===== config.mk =====
export PLATFORM = sky130hd
export DESIGN_NAME = param_lifo
export DESIGN_NICKNAME = d
export VERILOG_FILES = /design/src/rtl/param_lifo.sv
export SDC_FILE = /design/constraint.sdc
export NUM_CORES = 1
export LEC_CHECK = 0
export BUFFER_PORTS_ARGS = -buffer_cell sky130_fd_sc_hd__buf_2
export CORE_MARGIN = 2
export CORE_UTILIZATION = 55
export CTS_CLUSTER_DIAMETER = 120
export DETAILED_ROUTE_END_ITERATION = 10
export GPL_TIMING_DRIVEN = 0
export PLACE_DENSITY = 0.76
export SYNTH_ARGS = -nofsm -noshare
export SYNTH_HDL_FRONTEND = slang
export SYNTH_SLANG_ARGS = --single-unit

===== constraint.sdc =====
create_clock -name clk -period 3.2 [get_ports clk]
set_input_delay 0.48 -clock clk [delete_from_list [all_inputs] [get_ports clk]]
set_output_delay 0.48 -clock clk [all_outputs]
set_load 0.02 [all_outputs]

===== src/rtl/param_lifo.sv =====
// param_lifo -- parametrised synchronous LIFO (stack).
//
// Purpose:
//   Last-in-first-out buffer between a producer and a consumer in one clock
//   domain. It has a registered pop output with a one-cycle valid strobe.
//   A push and a pop in the same cycle are defined behaviour:
//     - replace-top when the stack holds data;
//     - bypass when the stack is empty.
//   It also provides an occupancy count, an almost-full threshold and
//   one-cycle overflow/underflow pulses.
//
// Parameters:
//   DATA_W    data word width in bits (>= 1)
//   DEPTH     number of entries (>= 2, any value, not only powers of two)
//   AFULL_TH  almost_full asserts when count >= AFULL_TH (1..DEPTH)
//
// Ports:
//   clk          rising-edge clock
//   rst          synchronous active-high reset
//   wr_en        push request
//   rd_en        pop request
//   data_in      push data
//   data_out     registered popped word, holds between pops
//   rd_valid     one-cycle pulse, data_out updated this cycle
//   empty        count == 0
//   full         count == DEPTH
//   almost_full  count >= AFULL_TH
//   count        current occupancy, 0..DEPTH
//   overflow     one-cycle pulse, push rejected because the stack was full
//   underflow    one-cycle pulse, pop rejected because the stack was empty

module param_lifo #(
  parameter int DATA_W   = 8,
  parameter int DEPTH    = 16,
  parameter int AFULL_TH = DEPTH - 2,
  localparam int CW      = $clog2(DEPTH + 1)
) (
  input  logic              clk,
  input  logic              rst,
  input  logic              wr_en,
  input  logic              rd_en,
  input  logic [DATA_W-1:0] data_in,
  output logic [DATA_W-1:0] data_out,
  output logic              rd_valid,
  output logic              empty,
  output logic              full,
  output logic              almost_full,
  output logic [CW-1:0]     count,
  output logic              overflow,
  output logic              underflow
);

  // The address only needs to reach DEPTH-1.
  // The count must reach DEPTH, so it is one state wider.
  localparam int AW = (DEPTH > 1) ? $clog2(DEPTH) : 1;

  // Storage array. It is deliberately not reset so that it maps onto block RAM.
  logic [DATA_W-1:0] mem [DEPTH];

  logic [CW-1:0]     count_q, count_d;
  logic [DATA_W-1:0] data_out_q;
  logic              rd_valid_q, rd_valid_d;
  logic              overflow_q, overflow_d;
  logic              underflow_q, underflow_d;

  logic              mem_we;
  logic [AW-1:0]     mem_waddr;
  logic [AW-1:0]     top_addr;
  logic              rd_mem;
  logic              bypass;

  logic              empty_w, full_w;

  // Flags come only from the count register, so they never glitch
  // relative to count.
  assign empty_w = (count_q == '0);
  assign full_w  = (count_q == CW'(DEPTH));

  // The top of the stack is mem[count-1].
  // The address is meaningless when empty, but it is only used when not empty.
  assign top_addr = AW'(count_q - CW'(1));

  always_comb begin
    count_d     = count_q;
    rd_valid_d  = 1'b0;
    overflow_d  = 1'b0;
    underflow_d = 1'b0;
    mem_we      = 1'b0;
    mem_waddr   = top_addr;
    rd_mem      = 1'b0;
    bypass      = 1'b0;

    case ({wr_en, rd_en})
      2'b10: begin
        if (full_w) begin
          overflow_d = 1'b1;
        end else begin
          mem_we    = 1'b1;
          mem_waddr = AW'(count_q);
          count_d   = count_q + CW'(1);
        end
      end
      2'b01: begin
        if (empty_w) begin
          underflow_d = 1'b1;
        end else begin
          rd_mem     = 1'b1;
          rd_valid_d = 1'b1;
          count_d    = count_q - CW'(1);
        end
      end
      2'b11: begin
        rd_valid_d = 1'b1;
        if (empty_w) begin
          // Nothing is stored: hand the pushed word straight to the consumer.
          bypass = 1'b1;
        end else begin
          // Replace-top.
          // The read returns the old top because the write to the same
          // address lands on the same edge (read-before-write).
          rd_mem    = 1'b1;
          mem_we    = 1'b1;
          mem_waddr = top_addr;
        end
      end
      default: ;
    endcase
  end

  // Reset gates the write so that a push during reset leaves no trace.
  always_ff @(posedge clk) begin
    if (!rst && mem_we) begin
      mem[mem_waddr] <= data_in;
    end
  end

  always_ff @(posedge clk) begin
    if (rst) begin
      count_q     <= '0;
      data_out_q  <= '0;
      rd_valid_q  <= 1'b0;
      overflow_q  <= 1'b0;
      underflow_q <= 1'b0;
    end else begin
      count_q     <= count_d;
      rd_valid_q  <= rd_valid_d;
      overflow_q  <= overflow_d;
      underflow_q <= underflow_d;
      if (rd_mem) begin
        data_out_q <= mem[top_addr];
      end else if (bypass) begin
        data_out_q <= data_in;
      end
    end
  end

  assign data_out    = data_out_q;
  assign rd_valid    = rd_valid_q;
  assign count       = count_q;
  assign empty       = empty_w;
  assign full        = full_w;
  assign almost_full = (count_q >= CW'(AFULL_TH));
  assign overflow    = overflow_q;
  assign underflow   = underflow_q;

endmodule

==> metrics.md, run 1 <==
| Metric | Value |
|---|---|
| Status | `finished, final reports clean` |
| Final non-filler cell total | `575` |
| CTS H-tree lvls | `4` |
| Hold Crit Start | `data_in[7]` |
| Hold buffers post-CTS | `0` |
| Critical path depth in cells | `9` |
| Max-cap viol count | `0` |
| Dpl cell area | `6450 µm²` |
| Worst hold path class | `in2reg` |
| Final period util | `0.981` |
| DRC Markers | `0` |
| Final wirelength | `14100 µm` |
| Hold Path Sink | `mem[7][7]` |
| Synth warn | `0` |
| Synth Instances | `360` |
| P_leak | `2.57 nW` |
| Most frequent cells in the layout | `128 x edfxtp_1, 32 x mux2_2, 31 x buf_2, 24 x mux4_2, 23 x buf_4` |
| Synth Flop Type | `edfxtp_1` |
| FP Rows | `38` |
| WHS Path Cells | `1` |
| Critical path data arrival time | `3350 ps` |
| Clock Latency Late Sink | `530 ps` |
| Commonest non-fill, non-tap cell in the layout | `edfxtp_1` |
| Global-route wire length before repair | `21200 µm` |
| Area grow syn2layout | `20.9%` |
| Clk root buf | `clkbuf_8` |
| DR WL/cell | `24.5 µm` |
| Internal reg-to-reg setup slack | `60 ps` |
| Fmax | `0.319 GHz` |
| Critical path type | `reg2reg` |
| Pint | `0.00376 W` |
| TritonCTS clock tree | `built` |
| CP max stage cell | `a31oi_1` |
| Synthesized net count | `375` |
| Final instance area | `7390 µm²` |
| Die X | `109 µm` |
| Antenna Nets Post-Route | `0` |
| Initial Utilization | `0.564` |
| Die Area | `12000 µm²` |
| Worst vdd ir | `0.330 mV` |
| Mapped Area | `6120 µm²` |
| Post-synth EDFFs | `128` |
| Clock Sinks | `144` |
| Skew final | `8.55 ps` |
| Reg2reg path depth | `9` |
| Worst-path maximum fanout | `11` |
| Vias in the first global route | `3552` |
| Worst r2r src | `count[0]` |
| Fraction of registers with async set or reset after synthesis | `0` |
| Core footprint | `10800 µm²` |
| Critical Path RT | `3410 ps` |
| CTS Buf Count | `17` |
| Synth Register Bits | `144` |
| # IOs | `31` |
| # fillers | `698` |
| Net Switching | `0.00146 W` |
| Worst Path Buf+Inv | `6` |
| Register area | `4160 µm²` |
| Grt total ovfl | `0` |
| Avg Vias per Cell | `6.27` |
| HPWL after detailed placement | `8320 µm` |
| CP delay by family, top | `buffers and inverters` |
| Placed cell count | `528` |
| Via count | `3608` |
| CP Capture Type | `flop` |
| Largest net degree at the start of global routing | `18` |
| GPL Wtd Cong | `0.923` |
| RSZ-0062 raised after global routing | `yes` |
| Area taken by multi-input logic gates | `1970 µm²` |
| First-pass DRT Iterations | `5` |
| NumNets Final | `438` |
| Clock power frac | `0.372` |
| Clock transition at path regs | `60 ps` |
| Reg power frac | `0.409` |
| Iteration-0 DRC Markers | `364` |
| Power density over cell area | `706 nW/µm²` |
| Logic pwr share | `0.219` |
| Layout cell share with drive strength beyond 1 | `0.430` |
| Endpoints failing setup | `0` |
| Critical Path Start Type | `flop` |
| Total power | `0.00522 W` |
| Global Route Usage Sum | `0.256` |
| Critical path, cell by cell | `clkbuf_4 -> inv_4 -> buf_12 -> clkbuf_8 -> ha_4 -> buf_2 -> buf_4 -> a31oi_1 -> nor3_2` |
| Worst path max stage delay | `880 ps` |
| Reg2reg end | `mem[13][6]` |
| Actual slew at the worst max-slew pin | `1090 ps` |
| N_diodes | `0` |
| Clock Tree Buf Depth | `2` |
| Sequential fraction of the synthesis area | `0.681` |
| Slew HR | `0.271` |
| Final count of pins violating max slew | `0` |
| Number of library cell types mapped by synthesis | `50` |
| IO buf count | `28` |
| Fin. Hold Viols | `0` |
| DIE HEIGHT | `109 µm` |
| Sw frac | `0.280` |
| Initial antenna violation count | `0` |
| Synth Area per Inst | `17.0 µm²` |
| Post-layout minimum cycle time | `3140 ps` |
-- power groups by stage --
stage / Sequential (W) / Clock [W] / Combinational, W
after detailed placement: 0.00218 / 0 / 0.00101
after global routing: 0.00214 / 0.00204 / 0.00121
final: 0.00214 / 0.00194 / 0.00114
after floorplan: 0.00220 / 0 / 0.000705
after CTS: 0.00214 / 0.00196 / 0.00110
after global placement: 0.00217 / 0 / 0.000989
-- layer usage --
metal,vias to the layer above,GRT usage,part of all wire
met1,1823,0.350,0.41
met5,-,0,0
met4,0,0.108,0.031
met3,37,0.0593,0.073
met2,170,0.397,0.48
li1,1578,-,-
-- cell type report --
cell class,instances,share of cell area
Timing Repair Buffer,45,0.0399
Clock inverter,14,0.0225
Inverter,16,0.00880
Multi-Input combinational cell,179,0.266
Buffer,20,0.0195
Clock buffer,17,0.0560
Sequential cell,144,0.563
Tap cell,140,0.0237
-- logic make-up (layout without fill, tap and decap cells) --
| kind of cell | Yosys count | in the layout | synth area share |
|---|---|---|---|
| AND/OR/NAND/NOR | 65 | 65 | 0.0567 |
| AO/OA/AOI/OAI | 50 | 50 | 0.0687 |
| adder cells (fa/ha/maj) | 3 | 3 | 0.00614 |
| buffers and inverters | 37 | 112 | 0.0301 |
| multiplexers | 57 | 57 | 0.149 |
| flip-flops | 144 | 144 | 0.681 |
| XOR/XNOR | 4 | 4 | 0.00880 |
-- Yosys cell counts (2+ instances only) --
cell type | instances | area share
inv_1 | 14 | 0.0086
ha_1 | 3 | 0.0061
edfxtp_1 | 128 | 0.63
mux2_2 | 32 | 0.059
nor4_1 | 4 | 0.0041
buf_4 | 7 | 0.0086
o21a_1 | 2 | 0.0025
nand2_1 | 20 | 0.012
o221ai_2 | 8 | 0.020
dfxtp_1 | 16 | 0.052
nor2b_1 | 3 | 0.0031
o21ai_0 | 5 | 0.0041
nand2b_1 | 3 | 0.0031
nand3_1 | 2 | 0.0016
xnor2_1 | 2 | 0.0029
clkbuf_1 | 5 | 0.0031
buf_2 | 7 | 0.0057
a31oi_1 | 20 | 0.020
mux4_2 | 24 | 0.088
a21oi_1 | 4 | 0.0033
nor3_1 | 20 | 0.016
nor2_1 | 3 | 0.0018
-- worst register-to-register path, cell delays in order, from the launching register on --
cell and delay [ps]:
dfxtp_1 360, clkbuf_4 230, inv_4 70, buf_12 150
clkbuf_8 180, ha_4 240, buf_2 190, buf_4 220
a31oi_1 880, nor3_2 290
-- stage by stage --
step           TNS [ps]  hold slack [ps]  utilization  setup slack [ps]
2_1_floorplan    -14340              579            -              -185
3_3_place_gp    -105570              565        0.595             -1090
3_5_place_dp    -113260              568        0.595             -1260
4_1_cts           -2.98              335        0.676             -1.10
5_1_grt            -720              361        0.682             -76.5
6_report              0              356        0.682              61.6
-- how the worst max path moves through the flow --
stage	startpoint	endpoint	slack (ps)
floorplan	count[0]	mem[1][0]	-190
global placement	count[0]	mem[2][1]	-1090
detailed placement	count[0]	mem[6][0]	-1260
CTS	count[0]	mem[5][7]	-1
global route	count[0]	mem[13][2]	-80
finish	count[0]	mem[13][6]	60
-- state kept, by name, summed over array words and instances (netlist names) --
| register | cells |
|---|---|
| mem | 128 |
| overflow | 1 |
| underflow | 1 |
| count | 5 |
| data_out | 8 |
| rd_valid | 1 |
-- repair_timing --
action | CTS | global route
gates resized for setup | 31 | 12
pin swaps | 8 | 1
setup endpoints to repair | 138 | 125
setup buffers | 15 | 2
Note: power is estimated with default switching activity, not from simulation.
==> inputs of run 2 (changes only) <==
--- a/config.mk
+++ b/config.mk
@@ -11,7 +11,7 @@
 export CTS_CLUSTER_DIAMETER = 120
 export DETAILED_ROUTE_END_ITERATION = 10
 export GPL_TIMING_DRIVEN = 0
-export PLACE_DENSITY = 0.76
+export PLACE_DENSITY = 0.73
 export SYNTH_ARGS = -nofsm -noshare
 export SYNTH_HDL_FRONTEND = slang
 export SYNTH_SLANG_ARGS = --single-unit
==> constraint.sdc (replaced) <==
create_clock -name clk -period 3.8 [get_ports clk]
set_input_delay 0.57 -clock clk [delete_from_list [all_inputs] [get_ports clk]]
set_output_delay 0.57 -clock clk [all_outputs]
set_load 0.02 [all_outputs]
==> run 2 against run 1 <==
Against the previous run:
- worst hold slack better by 100 ps
- clock skew down 4.0 ps
- clock power down 15%
- non-clock buffer count fell by 7
- sequential share of layout area rose by 1.0 points
- critical path depth unchanged
- register-to-register slack improved by 220 ps
- sequential power fell by 16%
- count of clock-buffer cells in the layout rose by 4
- wire length fell by 3.2%
- cell count down 1.0%
==> metrics.md, run 2 (synthesis results as in run 1) <==
| Metric | Value |
|---|---|
| Max-cap viol count | `0 (unchanged)` |
| Final instance area | `7260 µm² (-1.7%)` |
| DR WL/cell | `23.9 µm (-2.2%)` |
| Internal reg-to-reg setup slack | `280 ps (+220 ps)` |
| FP Rows | `38 (unchanged)` |
| Pre-CTS setup slack | `-713 ps (+546 ps)` |
| Critical Path RT | `3230 ps (-180 ps)` |
| Worst setup endpoint | `empty` |
| Max reg flops | `128 (unchanged)` |
| Initial Utilization | `0.564 (unchanged)` |
| Most frequent cells in the layout | `128 x edfxtp_1, 34 x buf_2, 32 x mux2_2, 24 x mux4_2` |
| Placed cell count | `529 (+0.19%)` |
| Final count of pins violating max slew | `0 (unchanged)` |
| CP max stage cell | `or4b_1` |
| Commonest non-fill, non-tap cell in the layout | `edfxtp_1` |
| Final WS setup | `270 ps (+208 ps)` |
| CP Capture Type | `output pin` |
| Global Route Usage Sum | `0.243 (-0.0123)` |
| N_diodes | `0 (unchanged)` |
| Fmax | `0.283 GHz` |
| Worst vdd ir | `0.308 mV (-6.7%)` |
| # IOs | `31 (unchanged)` |
| TritonCTS clock tree | `built` |
| Clock Sinks | `144 (unchanged)` |
| Via count | `3550 (-1.6%)` |
| P_leak | `2.51 nW (-2.5%)` |
| Worst r2r src | `count[0]` |
| Clock transition at path regs | `60 ps (about the same)` |
| RSZ-0062 raised after global routing | `no` |
| Hold Crit Start | `data_in[5]` |
| Reg2reg path depth | `10 (+1)` |
| Worst Path Buf+Inv | `7 (+1)` |
| Status | `finished, final reports clean` |
| Global-route wire length before repair | `20500 µm (-3.6%)` |
| Register area | `4160 µm² (unchanged)` |
| Area grow syn2layout | `18.8%` |
| Grt total ovfl | `0 (unchanged)` |
| CTS H-tree lvls | `4 (unchanged)` |
| Slew HR | `0.176 (-0.0953)` |
| Worst path max stage delay | `530 ps (-350 ps)` |
| Critical path data arrival time | `2960 ps (-390 ps)` |
| Endpoints failing setup | `0 (unchanged)` |
| Actual slew at the worst max-slew pin | `1230 ps (+140 ps)` |
| Final non-filler cell total | `569 (-1.0%)` |
| NumNets Final | `431 (-1.6%)` |
| Critical Path Start Type | `flop` |
| Die Area | `12000 µm² (unchanged)` |
| Layout cell share with drive strength beyond 1 | `0.403 (-0.0266)` |
| Antenna Nets Post-Route | `0 (unchanged)` |
| Clock Tree Buf Depth | `2 (unchanged)` |
| Skew final | `4.53 ps (-4.02 ps)` |
| Clk root buf | `clkbuf_8` |
| Dpl cell area | `6440 µm² (-0.19%)` |
| Critical path type | `reg2out` |
| Final wirelength | `13600 µm (-3.2%)` |
| Vias in the first global route | `3513 (-1.1%)` |
| DRC Markers | `0 (unchanged)` |
| HPWL after detailed placement | `8500 µm (+2.2%)` |
| Worst hold slack | `458 ps (+103 ps)` |
| Critical path depth in cells | `9 (unchanged)` |
| Top reg by flops | `mem` |
| Initial antenna violation count | `0 (unchanged)` |
| Largest net degree at the start of global routing | `18 (unchanged)` |
| GPL Wtd Cong | `0.914 (-1.0%)` |
| CP delay by family, top | `buffers and inverters` |
| DIE HEIGHT | `109 µm (unchanged)` |
| Worst hold path class | `in2reg` |
| Avg Vias per Cell | `6.24 (-0.57%)` |
| Post-layout minimum cycle time | `3530 ps` |
| Final period util | `0.929` |
| CP Launch Point | `count[0]` |
| IO buf count | `28 (unchanged)` |
| # fillers | `709 (+1.6%)` |
| Fin. Hold Viols | `0 (unchanged)` |
| Critical path, cell by cell | `buf_2 -> inv_1 -> buf_4 -> clkbuf_4 -> ha_4 -> or4b_1 -> inv_2 -> buf_4 -> buf_2` |
| First-pass DRT Iterations | `4 (-1)` |
| Area taken by multi-input logic gates | `1910 µm² (-3.2%)` |
| Clock Latency Late Sink | `520 ps (about the same)` |
| Total power | `0.00437 W (-16%)` |
| Power density over cell area | `601 nW/µm² (-15%)` |
| Die X | `109 µm (unchanged)` |
| Iteration-0 DRC Markers | `341 (-6.3%)` |
| CTS Buf Count | `17 (unchanged)` |
| Reg2reg end | `mem[14][2]` |
| Core footprint | `10800 µm² (unchanged)` |
| Worst-path maximum fanout | `11 (unchanged)` |
==> run 2: layer usage <==
layer	GRT usage	routed length [µm]	vias up	part of all wire
met5	0	0	-	0
met4	0.0922	379	0	0.028
met3	0.0694	1190	23	0.087
met2	0.378	6520	186	0.48
met1	0.329	5540	1791	0.41
li1	-	-	1550	-
==> run 2: worst min path at each step <==
| stage | to | cells past startpoint |
|---|---|---|
| after CTS | mem[10][5] | 1 |
| after detailed placement | data_out[4] | 2 |
| after global routing | mem[5][2] | 1 |
| final | mem[10][5] | 1 |
| after floorplan | data_out[0] | 2 |
| after global placement | data_out[2] | 2 |
==> run 2: layout make-up <==
cell class	count	share of cell area
buffer	21	0.0176
clock buffer	21	0.0632
clock inverter	11	0.0188
inverter	16	0.00861
multi-input combinational	179	0.262
sequential	144	0.573
tap	140	0.0241
timing repair buffer	37	0.0320
==> run 2: stage by stage <==
step | utilization | setup TNS, ps
after detailed placement | 0.594 | -63780
after global routing | 0.670 | 0
after global placement | 0.593 | -57060
after CTS | 0.660 | -990
final | 0.670 | 0
after floorplan | - | 0
==> run 2: report_power, final <==
part           total [W]  switching (W)  internal (W)
registers        0.00180      0.0000281       0.00177
logic           0.000916       0.000537      0.000379
clock network    0.00165       0.000604       0.00105
==> run 2: timing repair <==
item,4_1_cts,5_1_grt
gates resized for setup,24,5
endpoints found under the setup margin,127,70
hold buffers,0,0
hold endpoints to repair,0,0
pin swaps,0,4
buffers inserted,0,8
